### config.mk
export PLATFORM = sky130hd
export DESIGN_NAME = dispatch_scheduler
export DESIGN_NICKNAME = d
export VERILOG_FILES = /design/src/rtl/dispatch_scheduler.sv
export SDC_FILE = /design/constraint.sdc
export NUM_CORES = 1
export LEC_CHECK = 0
export ABC_AREA = 1
export CAP_MARGIN = 30
export CORE_MARGIN = 2
export CORE_UTILIZATION = 40
export CTS_BUF_LIST = sky130_fd_sc_hd__clkbuf_8
export DETAILED_ROUTE_END_ITERATION = 10
export PLACE_DENSITY_LB_ADDON = 0.1
export SETUP_SLACK_MARGIN = 0.05
export SYNTH_ARGS = -nofsm -noshare
export SYNTH_HDL_FRONTEND = slang
export SYNTH_SLANG_ARGS = --single-unit
### constraint.sdc
create_clock -name clk -period 3.11 [get_ports clk]
set_input_delay 0.4665 -clock clk [delete_from_list [all_inputs] [get_ports clk]]
set_output_delay 0.4665 -clock clk [all_outputs]
set_load 0.02 [all_outputs]
### src/rtl/dispatch_scheduler.sv
// Dispatch scheduler: holds one decoded instruction, classifies it and issues it
// to the ALU RS, load/store buffer or as a serializing op once credits allow.
module dispatch_scheduler #(
    parameter int unsigned RS_DEPTH  = 8,
    parameter int unsigned LSB_DEPTH = 8,
    parameter int unsigned ROB_DEPTH = 16
) (
    input  logic                         clk,
    input  logic                         rst,
    input  logic [4:0]                   in_op,
    input  logic [4:0]                   in_rs1,
    input  logic [4:0]                   in_rs2,
    input  logic [4:0]                   in_rd,
    input  logic [31:0]                  in_imm,
    input  logic                         in_has_imm,
    output logic                         in_ready,
    output logic                         rs_full,
    output logic                         rob_full,
    input  logic                         rs_release,
    input  logic                         lsb_release,
    input  logic                         rob_commit,
    input  logic                         flush,
    output logic                         issue_valid,
    output logic [2:0]                   issue_unit,
    output logic [4:0]                   issue_op,
    output logic [4:0]                   issue_rs1,
    output logic [4:0]                   issue_rs2,
    output logic [4:0]                   issue_rd,
    output logic [31:0]                  issue_imm,
    output logic                         issue_has_imm,
    output logic [$clog2(ROB_DEPTH)-1:0] issue_tag
);

    localparam int unsigned TAG_W = $clog2(ROB_DEPTH);
    localparam int unsigned RS_W  = $clog2(RS_DEPTH + 1);
    localparam int unsigned LSB_W = $clog2(LSB_DEPTH + 1);
    localparam int unsigned ROB_W = $clog2(ROB_DEPTH + 1);

    localparam logic [4:0] OP_BUBBLE = 5'h1F;
    localparam logic [2:0] UNIT_ALU  = 3'b001;
    localparam logic [2:0] UNIT_LSB  = 3'b010;
    localparam logic [2:0] UNIT_SYS  = 3'b100;

    typedef enum logic [1:0] {
        ST_IDLE   = 2'd0,
        ST_HELD   = 2'd1,
        ST_STALL  = 2'd2,
        ST_SERIAL = 2'd3
    } state_t;

    state_t state, state_next;

    logic [2:0]       held_unit;
    logic [4:0]       held_op, held_rs1, held_rs2, held_rd;
    logic [31:0]      held_imm;
    logic             held_has_imm;

    logic [RS_W-1:0]  rs_cnt, rs_tmp, rs_next;
    logic [LSB_W-1:0] lsb_cnt, lsb_tmp, lsb_next;
    logic [ROB_W-1:0] rob_cnt, rob_tmp, rob_next;
    logic [TAG_W-1:0] tag, tag_next;

    logic held_c, can_issue_c, fire_c, capture_c;

    // Op decode: 0..19 ALU, 20..27 load/store, 28..31 serializing
    function automatic logic [2:0] classify(input logic [4:0] op);
        if (op < 5'd20)      return UNIT_ALU;
        else if (op < 5'd28) return UNIT_LSB;
        else                 return UNIT_SYS;
    endfunction

    // FSM state register
    always_ff @(posedge clk) begin
        if (!rst) state <= ST_IDLE;
        else      state <= state_next;
    end

    // Issue decision, accept handshake and next state
    always_comb begin
        state_next  = state;
        can_issue_c = 1'b0;
        held_c      = (state != ST_IDLE);

        if (held_unit[0])
            can_issue_c = (rs_cnt != '0) && (rob_cnt != '0);
        else if (held_unit[1])
            can_issue_c = (lsb_cnt != '0) && (rob_cnt != '0);
        else
            can_issue_c = (rs_cnt != '0) && (rob_cnt == ROB_W'(ROB_DEPTH));

        fire_c    = held_c && can_issue_c && !flush;
        in_ready  = !held_c || fire_c;
        capture_c = in_ready && (in_op != OP_BUBBLE) && !flush;

        case (state)
            ST_IDLE: begin
                if (capture_c) state_next = ST_HELD;
            end
            default: begin
                if (fire_c)
                    state_next = capture_c ? ST_HELD : ST_IDLE;
                else
                    state_next = held_unit[2] ? ST_SERIAL : ST_STALL;
            end
        endcase

        if (flush) state_next = ST_IDLE;
    end

    // Credit and tag bookkeeping; a release at full credit is dropped
    always_comb begin
        rs_tmp   = rs_cnt - RS_W'(fire_c && !held_unit[1]);
        rs_next  = rs_tmp + RS_W'(rs_release && (rs_tmp != RS_W'(RS_DEPTH)));
        lsb_tmp  = lsb_cnt - LSB_W'(fire_c && held_unit[1]);
        lsb_next = lsb_tmp + LSB_W'(lsb_release && (lsb_tmp != LSB_W'(LSB_DEPTH)));
        rob_tmp  = rob_cnt - ROB_W'(fire_c);
        rob_next = rob_tmp + ROB_W'(rob_commit && (rob_tmp != ROB_W'(ROB_DEPTH)));
        tag_next = tag;
        if (fire_c)
            tag_next = (tag == TAG_W'(ROB_DEPTH - 1)) ? '0 : tag + TAG_W'(1);

        if (flush) begin
            rs_next  = RS_W'(RS_DEPTH);
            lsb_next = LSB_W'(LSB_DEPTH);
            rob_next = ROB_W'(ROB_DEPTH);
            tag_next = '0;
        end
    end

    // Hold register, credits and registered issue outputs
    always_ff @(posedge clk) begin
        if (!rst) begin
            held_unit     <= UNIT_ALU;
            held_op       <= OP_BUBBLE;
            held_rs1      <= '0;
            held_rs2      <= '0;
            held_rd       <= '0;
            held_imm      <= '0;
            held_has_imm  <= 1'b0;
            rs_cnt        <= RS_W'(RS_DEPTH);
            lsb_cnt       <= LSB_W'(LSB_DEPTH);
            rob_cnt       <= ROB_W'(ROB_DEPTH);
            tag           <= '0;
            rs_full       <= 1'b0;
            rob_full      <= 1'b0;
            issue_valid   <= 1'b0;
            issue_unit    <= 3'b000;
            issue_op      <= OP_BUBBLE;
            issue_rs1     <= '0;
            issue_rs2     <= '0;
            issue_rd      <= '0;
            issue_imm     <= '0;
            issue_has_imm <= 1'b0;
            issue_tag     <= '0;
        end else begin
            rs_cnt      <= rs_next;
            lsb_cnt     <= lsb_next;
            rob_cnt     <= rob_next;
            tag         <= tag_next;
            rs_full     <= (rs_next == '0);
            rob_full    <= (rob_next == '0);
            issue_valid <= fire_c;
            issue_unit  <= fire_c ? held_unit : 3'b000;

            if (fire_c) begin
                issue_op      <= held_op;
                issue_rs1     <= held_rs1;
                issue_rs2     <= held_rs2;
                issue_rd      <= held_rd;
                issue_imm     <= held_imm;
                issue_has_imm <= held_has_imm;
                issue_tag     <= tag;
            end

            if (capture_c) begin
                held_unit    <= classify(in_op);
                held_op      <= in_op;
                held_rs1     <= in_rs1;
                held_rs2     <= in_rs2;
                held_rd      <= in_rd;
                held_imm     <= in_imm;
                held_has_imm <= in_has_imm;
            end
        end
    end

endmodule

==> results of run 1 <==
==> area by class of cell <==
type / instances / area, sq um
Clock buffer: 19 / 262
Clock inverter: 13 / 128
Fill cell: 1390 / 6560
Inverter: 86 / 325
Multi-Input combinational cell: 531 / 2420
Sequential cell: 138 / 2760
Tap cell: 180 / 225
Timing Repair Buffer: 130 / 1300
==> synth_stat cells <==
cell | n | area share, %
nor2_1 | 192 | 13
dfxtp_1 | 138 | 48
nand2_1 | 110 | 7.2
inv_1 | 82 | 5.3
nand3_1 | 82 | 7.1
o21ai_0 | 58 | 5.0
a21oi_1 | 57 | 5.0
buf_2 | 16 | 1.4
clkbuf_1 | 16 | 1.0
ha_1 | 10 | 2.2
buf_4 | 8 | 1.0
buf_6 | 4 | 0.78
xor2_1 | 4 | 0.61
buf_1 | 3 | 0.20
inv_2 | 3 | 0.20
nor3_1 | 3 | 0.26
nand2_2 | 2 | 0.22
nand3b_1 | 2 | 0.26
nor2_2 | 2 | 0.22
xnor2_1 | 2 | 0.30
a41oi_2 | 1 | 0.28
and2_1 | 1 | 0.11
inv_4 | 1 | 0.11
nand2_4 | 1 | 0.20
nand4_1 | 1 | 0.11
o21ai_1 | 1 | 0.087
o21bai_1 | 1 | 0.13
or2_2 | 1 | 0.11
==> cell usage in the layout, fill, tap and decap left out, types with 3 or more instances in the layout <==
master,count
nor2_1,192
nand2_1,110
buf_4,7
ha_1,10
clkbuf_8,19
inv_1,83
o21ai_0,58
a21oi_1,57
clkinvlp_4,4
dfxtp_1,138
clkdlybuf4s50_1,121
clkinv_2,5
nand3_1,82
nor3_1,3
inv_2,3
xor2_1,4
==> metrics by stage <==
step	util (%)	total power [mW]	instance area, sq um
after detailed placement	50.3	2.56	7040
after global placement	50.3	2.55	7040
after CTS	53.1	3.99	7430
after floorplan	-	2.33	5760
final	53.1	3.95	7430
after global routing	53.1	4.15	7430
==> power breakdown <==
part           switching (mW)  leakage (nW)  internal (mW)
Combinational           0.322          1.95          0.261
Sequential             0.0556          1.13           1.87
Clock                   0.688         0.194          0.744
==> flip-flops by register name, summed over array words and instances (netlist names), 2 cells and up <==
name,count
held_imm,32
held_op,5
held_rd,5
held_rs1,5
held_rs2,5
held_unit,3
issue_imm,32
issue_op,5
issue_rd,5
issue_rs1,5
issue_rs2,5
issue_tag,4
issue_unit,3
lsb_cnt,4
rob_cnt,5
rs_cnt,4
state,2
tag,4
==> per-layer routing <==
| metal | share of wire [%] | routed length (um) | global-route usage [%] |
|---|---|---|---|
| met4 | 1.4 | 199 | 7.09 |
| met1 | 48 | 6670 | 23.9 |
| met5 | 0 | 0 | 0 |
| met2 | 45 | 6290 | 29.3 |
| met3 | 5.3 | 730 | 4.85 |
==> cells by family after synthesis <==
family | Yosys count | synth area share, %
buffers and inverters | 133 | 10.1
and+or+nand+nor | 397 | 28.3
xor gates and xnor gates | 6 | 0.913
DFF | 138 | 48.0
AOI/OAI and AO/OA | 118 | 10.5
adders and majority gates | 10 | 2.17
==> critical path, cell delays in order, from the launching register on <==
cell	delay, ps
dfxtp_1	350
nor2_1	220
nand2_1	90
nor2_1	110
nor2_1	60
nand2_2	120
buf_4	370
nand2_4	90
clkdlybuf4s50_1	550
==> worst paths after layout <==
| check | end | start | slack [ps] | depth (start not counted) |
|---|---|---|---|---|
| min reg2reg | held_op[4]$_SDFFE_PN1P_ | held_op[4]$_SDFFE_PN1P_ | 460 | 2 |
| max | in_ready | rs_cnt[2]$_SDFF_PN0_ | 230 | 8 |
| max reg2reg | lsb_cnt[2]$_SDFF_PP0_ | rs_cnt[2]$_SDFF_PN0_ | 580 | 13 |
| min | rs_cnt[2]$_SDFF_PN0_ | rst | 340 | 3 |
==> impl_metrics.json, run 1 <==
{
  "outcome": "completed",
  "clk_pin_slew_ps": 80,
  "placementRows": 43,
  "synth_cell_types": 28,
  "first_pass_iters": 4,
  "synth.yosys.seq_area_share_pct": 48.0,
  "rsz0062_at_grt": "no",
  "grt-ovfl-total": 0,
  "hold_ws_ps": 339,
  "critPathCaptureType": "output port",
  "routed_wl_mm": 13.9,
  "dp_hpwl_mm": 8.90,
  "worst-slew-pin-transition_ps": 1030,
  "hp-class": "primary input to register",
  "worstPathRequired_ps": 2640,
  "tritoncts": "yes",
  "die_h_um": 124,
  "synthCells": 802,
  "cts_buffer_depth": 2,
  "p_leak_nw": 3.28,
  "nNetsFinal": 973,
  "die_width_um": 124,
  "grt_first_pass_wirelength_mm": 22.1,
  "cts_setup_buffers": 0,
  "cp_data_arrival_time_ps": 2410,
  "die-area_sq_um": 15400,
  "antennaDiodeCount": 0,
  "min_period_over_period_pct": 92.6,
  "routedWlPerCell_um": 12.7,
  "detail-route-antenna-nets": 0,
  "power_density_nw_per_um2": 531,
  "start_util_pct": 41.1,
  "grt_pass1_vias": 4789,
  "htreeDepth": 4,
  "syn_avg_cell_area_sq_um": 7.18,
  "crit_type": "register to output port",
  "drt-initial-drc-count": 309,
  "period_needed_ps": 2880,
  "drc": 0,
  "grt_usage_pct": 18.4,
  "clkSinkCount": 138,
  "cts-buffers-inserted": 17,
  "worst_clock_skew_ps": 11.1,
  "peakVddDrop_mv": 0.237,
  "cts-root-buf": "clkbuf_8",
  "final_layout_size_suffix_gt1_share_pct": 5.56,
  "ys.warnings.count": 0,
  "cp_max_fo": 34,
  "clk_latency_ps": 440,
  "viasPerCell": 4.76,
  "hold_viol": 0,
  "syn_area_sq_um": 5760,
  "cts_resized": 0,
  "max_freq_ghz": 0.347,
  "layout.cells.non_filler": 1097,
  "postCtsHoldBufs": 0,
  "cap_violations": 0,
  "syn_to_final_growth_pct": 29.1,
  "finalSetupViolCount": 0,
  "pre_cts_ws_ps": 271,
  "ys_seq_elements": 138,
  "vias": 5220,
  "grt_max_degree": 115,
  "syn_nets": 871,
  "routabilityCongestion": 0.796,
  "max-slew-margin-rel_pct": 31.3,
  "setup_ws_ps": 232,
  "maxSlewViolCount": 0,
  "core_sq_um": 14000,
  "io_buffers": 122,
  "startpoint_type": "register",
  "fin_tns_setup_ps": 0,
  "placed_cells": 1065,
  "antenna_found_initial": 0,
  "boundaryPins": 123
}
Power figures use the tool's default switching activity.
==> inputs of run 2 (changes only) <==
CELL_PAD_IN_SITES_DETAIL_PLACEMENT = 1   (was not set)
CELL_PAD_IN_SITES_GLOBAL_PLACEMENT = 2   (was not set)
CORE_UTILIZATION = 29   (was 40)
==> run 2 against run 1 <==
Compared with the run above: register-to-register slack gained 70 ps; cell area is 2.5% higher; maximum frequency increased by 13%; sequential power about the same; combinational power grew 3.9%; setup slack better by 340 ps; non-clock buffer count increased by 4; core utilization shrank 14 points; global-route usage shrank 2.3 points; largest cell class unchanged.
==> impl_metrics.json, run 2 (synthesis gave the netlist of run 1 again) <==
{
  "outcome": "completed",
  "crit-reg2reg-launch": "held_unit[1]$_SDFFE_PN0P_",
  "fin_tns_setup_ps": 0,
  "drt-initial-drc-count": 219,
  "die_h_um": 145,
  "placed_cell_area_sq_um": 7200,
  "hold_viol": 0,
  "p_switching_mw": 1.14,
  "rsz0062_at_grt": "no",
  "final_common_cell": "nor2_1",
  "pwr-share-clk_pct": 37.6,
  "boundaryPins": 123,
  "largestRegisters": "held_imm x32, issue_imm x32",
  "highest_layer": "met4",
  "routabilityCongestion": 0.779,
  "dp_hpwl_mm": 11.2,
  "final_cell_mix": "nor2_1, dfxtp_1, clkdlybuf4s50_1",
  "routed_wl_mm": 16.4,
  "grt_max_degree": 109,
  "crit_type": "register to output port",
  "worstPathRequired_ps": 2640,
  "rr_worst_depth": 14,
  "cts-root-buf": "clkbuf_8",
  "p_leak_nw": 3.30,
  "worst_clock_skew_ps": 13.5,
  "seqPwrFrac_pct": 47.5,
  "r2r_end": "lsb_cnt[3]$_SDFF_PP1_",
  "clk_latency_ps": 450,
  "max-slew-margin-rel_pct": 51.2,
  "placementRows": 51,
  "syn_to_final_growth_pct": 32.2,
  "antenna_found_initial": 0,
  "postCtsHoldBufs": 0,
  "start_util_pct": 29.6,
  "cts_buffer_depth": 2,
  "viasPerCell": 4.53,
  "detail-route-antenna-nets": 0,
  "swShare_pct": 27.9,
  "max_freq_ghz": 0.394,
  "period_needed_ps": 2540,
  "wl_met2_mm": 7.92,
  "cp_data_arrival_time_ps": 2070,
  "first_pass_iters": 7,
  "power_density_nw_per_um2": 535,
  "critPathCaptureType": "output port",
  "drc": 0,
  "multi_input_area_sq_um": 2420,
  "cts_setup_buffers": 0,
  "die_width_um": 145,
  "cp-endpoint": "in_ready",
  "grt_pass1_vias": 5442,
  "final_layout_size_suffix_gt1_share_pct": 5.97,
  "io_buffers": 122,
  "reg2reg_setup_slack_ps": 650,
  "grt_first_pass_wirelength_mm": 26.7,
  "grt_usage_pct": 16.2,
  "antennaDiodeCount": 0,
  "cp-startpoint": "held_unit[1]$_SDFFE_PN0P_",
  "worst-slew-pin-transition_ps": 732,
  "peakVddDrop_mv": 0.251,
  "cts_resized": 0,
  "cp_max_fo": 6,
  "vias": 5376,
  "cts-buffers-inserted": 17,
  "maxSlewViolCount": 0,
  "p_comb_share_pct": 14.9,
  "met1_length_mm": 7.58,
  "clkSinkCount": 138,
  "cap_violations": 0,
  "core_sq_um": 19500,
  "clk_pin_slew_ps": 80,
  "stdcell_area_sq_um": 7610,
  "die-area_sq_um": 21000,
  "fillers": 2391,
  "startpoint_type": "register",
  "routedWlPerCell_um": 13.9,
  "nNetsFinal": 977,
  "wl_met3_um": 615,
  "tritoncts": "yes",
  "htreeDepth": 4,
  "finalSetupViolCount": 0,
  "seq_area_sq_um": 2760,
  "finalPower_mw": 4.07,
  "cellInternalPower_mw": 2.93,
  "grt-ovfl-total": 0,
  "hp-class": "primary input to register",
  "min_period_over_period_pct": 81.6
}
## run 2: cell types whose count changed in the layout (fill, tap and decap cells not counted), moves of 2 or more
| cell | change |
|---|---|
| buf_12 | +2 |
| buf_4 | +2 |
| clkbuf_8 | -2 |
| clkinv_2 | -4 |
| clkinvlp_4 | +4 |
| inv_6 | +2 |
## run 2: power by group through the flow
stage          combinational [mW]  sequential (mW)  clock [mW]
6_report                    0.607             1.93        1.53
5_1_grt                     0.683             1.95        1.66
4_1_cts                     0.618             1.93        1.59
3_5_place_dp                0.616             1.97           0
3_3_place_gp                0.603             1.97           0
2_1_floorplan               0.322             2.01           0
## run 2: how the worst min path moves through the flow
| stage | start | end | slack (ps) | cells after the start |
|---|---|---|---|---|
| 3_5_place_dp | held_op[3]$_SDFFE_PN1P_ | held_op[3]$_SDFFE_PN1P_ | 440 | 2 |
| 4_1_cts | rst | rs_cnt[0]$_SDFF_PN0_ | 330 | 3 |
| 6_report | rst | rs_cnt[0]$_SDFF_PN0_ | 350 | 3 |
| 5_1_grt | rst | rs_cnt[2]$_SDFF_PN0_ | 350 | 3 |
| 3_3_place_gp | held_op[3]$_SDFFE_PN1P_ | held_op[3]$_SDFFE_PN1P_ | 440 | 2 |
| 2_1_floorplan | held_unit[2]$_SDFFE_PN0P_ | issue_unit[2]$_SDFF_PN0_ | 420 | 2 |
## run 2: per-stage QoR
stage | hold WS [ps] | std cells | util [%] | setup slack, ps
floorplan | 421 | 802 | - | 708
global placement | 441 | 1154 | 37.0 | 323
detailed placement | 444 | 1154 | 37.0 | 271
CTS | 327 | 1186 | 39.1 | 500
global route | 353 | 1186 | 39.1 | 356
finish | 350 | 1186 | 39.1 | 573
## run 2: critical path: stages (launching register included)
cell and delay, ps:
dfxtp_1 420, inv_2 80, nor2_2 100, nor2_1 50
nor2_1 120, nand2_2 140, nand2_4 110, clkdlybuf4s50_1 610
## run 2: routing by layer
metal	GRT usage [%]	vias to the layer above
li1	-	2729
met1	20.3	2528
met2	27.1	97
met3	3.46	22
met4	6.18	0
met5	0	-
## run 2: area by class of cell
class	count	share of cell area, %
sequential	138	36.3
timing repair buffer	134	17.9
tap	265	4.36
multi-input combinational	531	31.8
clock inverter	15	2.32
clock buffer	17	3.07
inverter	86	4.27
==> inputs of run 3 (changes only) <==
CORE_UTILIZATION = 26   (was 29)
clock period = 2.1 ns   (was 3.11 ns; I/O delays follow)
==> run 3 against run 2 <==
Compared with the run above: power grew 46%; sequential power grew 49%; hold slack lost 120 ps; cell count grew 3.9%; first-iteration DRC count grew 12%; register-to-register slack lost 650 ps; setup slack lost 570 ps; clock skew grew 4.3 ps; via count grew 1.3%; combinational power grew 66%; routed wire length grew 5.3%.
==> impl_metrics.json, run 3 (synthesis gave the netlist of run 1 again) <==
{
  "outcome": "completed",
  "first_pass_iters": 6,
  "worst_clock_skew_ps": 17.9,
  "period_needed_ps": 2100,
  "die_width_um": 153,
  "drt-initial-drc-count": 245,
  "final_common_cell": "nor2_1",
  "antennaDiodeCount": 0,
  "rsz0062_at_grt": "yes",
  "cts-buffers-inserted": 17,
  "crit_type": "register to register",
  "largestRegisters": "held_imm x32, issue_imm x32",
  "fin_tns_setup_ps": 0,
  "drc": 0,
  "routabilityCongestion": 0.764,
  "die-area_sq_um": 23300,
  "start_util_pct": 26.5,
  "cap_violations": 0,
  "routedWlPerCell_um": 14.0,
  "cts_buffer_depth": 2,
  "dp_hpwl_mm": 11.5,
  "clk_pin_slew_ps": 90,
  "grt_max_degree": 115,
  "placementRows": 54,
  "cp_common_cell": "ha_4",
  "grt_first_pass_wirelength_mm": 28.3,
  "final_layout_size_suffix_gt1_share_pct": 14.2,
  "antenna_found_initial": 0,
  "final_cell_mix": "nor2_1, dfxtp_1, clkdlybuf4s50_1",
  "critPathCaptureType": "register",
  "worst-slew-pin-transition_ps": 486,
  "boundaryPins": 123,
  "viasPerCell": 4.42,
  "max_freq_ghz": 0.476,
  "startpoint_type": "register",
  "critPathTopFamily": "simple AND/OR/NAND/NOR gates",
  "peakVddDrop_mv": 0.316,
  "seq_area_sq_um": 2770,
  "layout.cells.non_filler": 1232,
  "cts-root-buf": "clkbuf_8",
  "p_leak_nw": 3.47,
  "worstPathRequired_ps": 2500,
  "finalSetupViolCount": 0,
  "grt_usage_pct": 14.8,
  "slowest_stage": "dfxtp_4",
  "hold_viol": 0,
  "nNetsFinal": 1008,
  "die_h_um": 153,
  "hp-class": "primary input to register",
  "setup_ws_ps": 1.14,
  "vias": 5444,
  "fillers": 2674,
  "io_buffers": 122,
  "detail-route-antenna-nets": 0,
  "cp_data_arrival_time_ps": 2500,
  "crit_buf_inv": 4,
  "maxSlewViolCount": 0,
  "min_period_over_period_pct": 99.9,
  "max-slew-margin-rel_pct": 67.6,
  "tritoncts": "yes",
  "cp_max_fo": 5,
  "routed_wl_mm": 17.3,
  "postCtsHoldBufs": 0,
  "multi_input_area_sq_um": 2640,
  "htreeDepth": 4,
  "power_density_nw_per_um2": 734,
  "syn_to_final_growth_pct": 40.6,
  "postLayoutCoreUtil_pct": 37.2,
  "core_sq_um": 21800,
  "grt_pass1_vias": 5666,
  "slowest_delay_ps": 380,
  "clk_latency_ps": 450,
  "clkSinkCount": 138,
  "pre_cts_ws_ps": -382,
  "crit_chain": "inv_4, nor2_4, nand3_2, nand2_2, inv_2, nand2_4, nor2_4, ha_4, ha_4, inv_4, ha_4, or2_4, nand3_2, nand2_1, nor2_1, nand2_1, inv_1",
  "placed_cells": 1193,
  "grt-ovfl-total": 0
}
[run 3: changes by cell type in the layout (fill, tap and decap cells not counted), moves of 5 or more]
cell,before,now
ha_4,0,6
ha_1,10,4
nand2_1,110,99
nand3_2,0,6
buf_4,9,37
nand2_2,2,11
nor2_1,192,182
nor2_2,2,8
dfxtp_1,138,132
nand3_1,82,76
dfxtp_2,0,5
[run 3: path summary, 6_finish.rpt]
kind                                   from                  endpoint  slack, ps  depth (start not counted)
setup / recovery  held_unit[1]$_SDFFE_PN0P_        rs_full$_SDFF_PN0_          1                         17
hold / removal                          rst      rs_cnt[2]$_SDFF_PN0_        230                          3
setup reg to reg  held_unit[1]$_SDFFE_PN0P_        rs_full$_SDFF_PN0_          1                         17
hold reg to reg     held_op[0]$_SDFFE_PN1P_  issue_op[0]$_SDFFE_PN1N_        450                          2
[run 3: through the flow]
step | area [sq um] | total power [mW] | hold slack [ps]
after global routing | 8090 | 6.29 | 212
after floorplan | 5850 | 3.47 | 421
after detailed placement | 7510 | 3.91 | 450
final | 8090 | 5.94 | 228
after CTS | 8010 | 6.04 | 188
after global placement | 7510 | 3.88 | 441
[run 3: cell type report]
type	count	share of cell area, %
flip-flops and latches	138	34.3
multi-input cells	531	32.7
repair buffers	165	20.1
well taps	280	4.33
inverters	86	4.11
clock buffers	18	3.06
clock inverters	14	1.51
[run 3: worst register-to-register path, delay by kind of cell, from the launching register on]
family	cells	cell delay, ps
AND/OR/NAND/NOR	10	920
adder cells (fa/ha/maj)	3	590
flip-flops	1	380
buffers and inverters	4	160
[run 3: where the power goes]
group,switching [mW],internal (mW)
logic,0.543,0.465
clock network,1.10,0.967
registers,0.0888,2.78
[run 3: repair_timing]
| action | CTS | global route |
|---|---|---|
| pin swaps | 17 | 8 |
| setup endpoints to repair | 9 | 19 |
| setup buffers | 5 | 2 |
| resized for setup | 30 | 23 |
[run 3: metal layers]
layer  GRT usage [%]  vias to the layer above  share of wire (%)
li1                -                     2806                  -
met2            24.7                       84                 48
met3            4.04                       15                3.5
met4            4.06                        0               0.96
met5               0                        -                  0
met1            19.0                     2539                 47
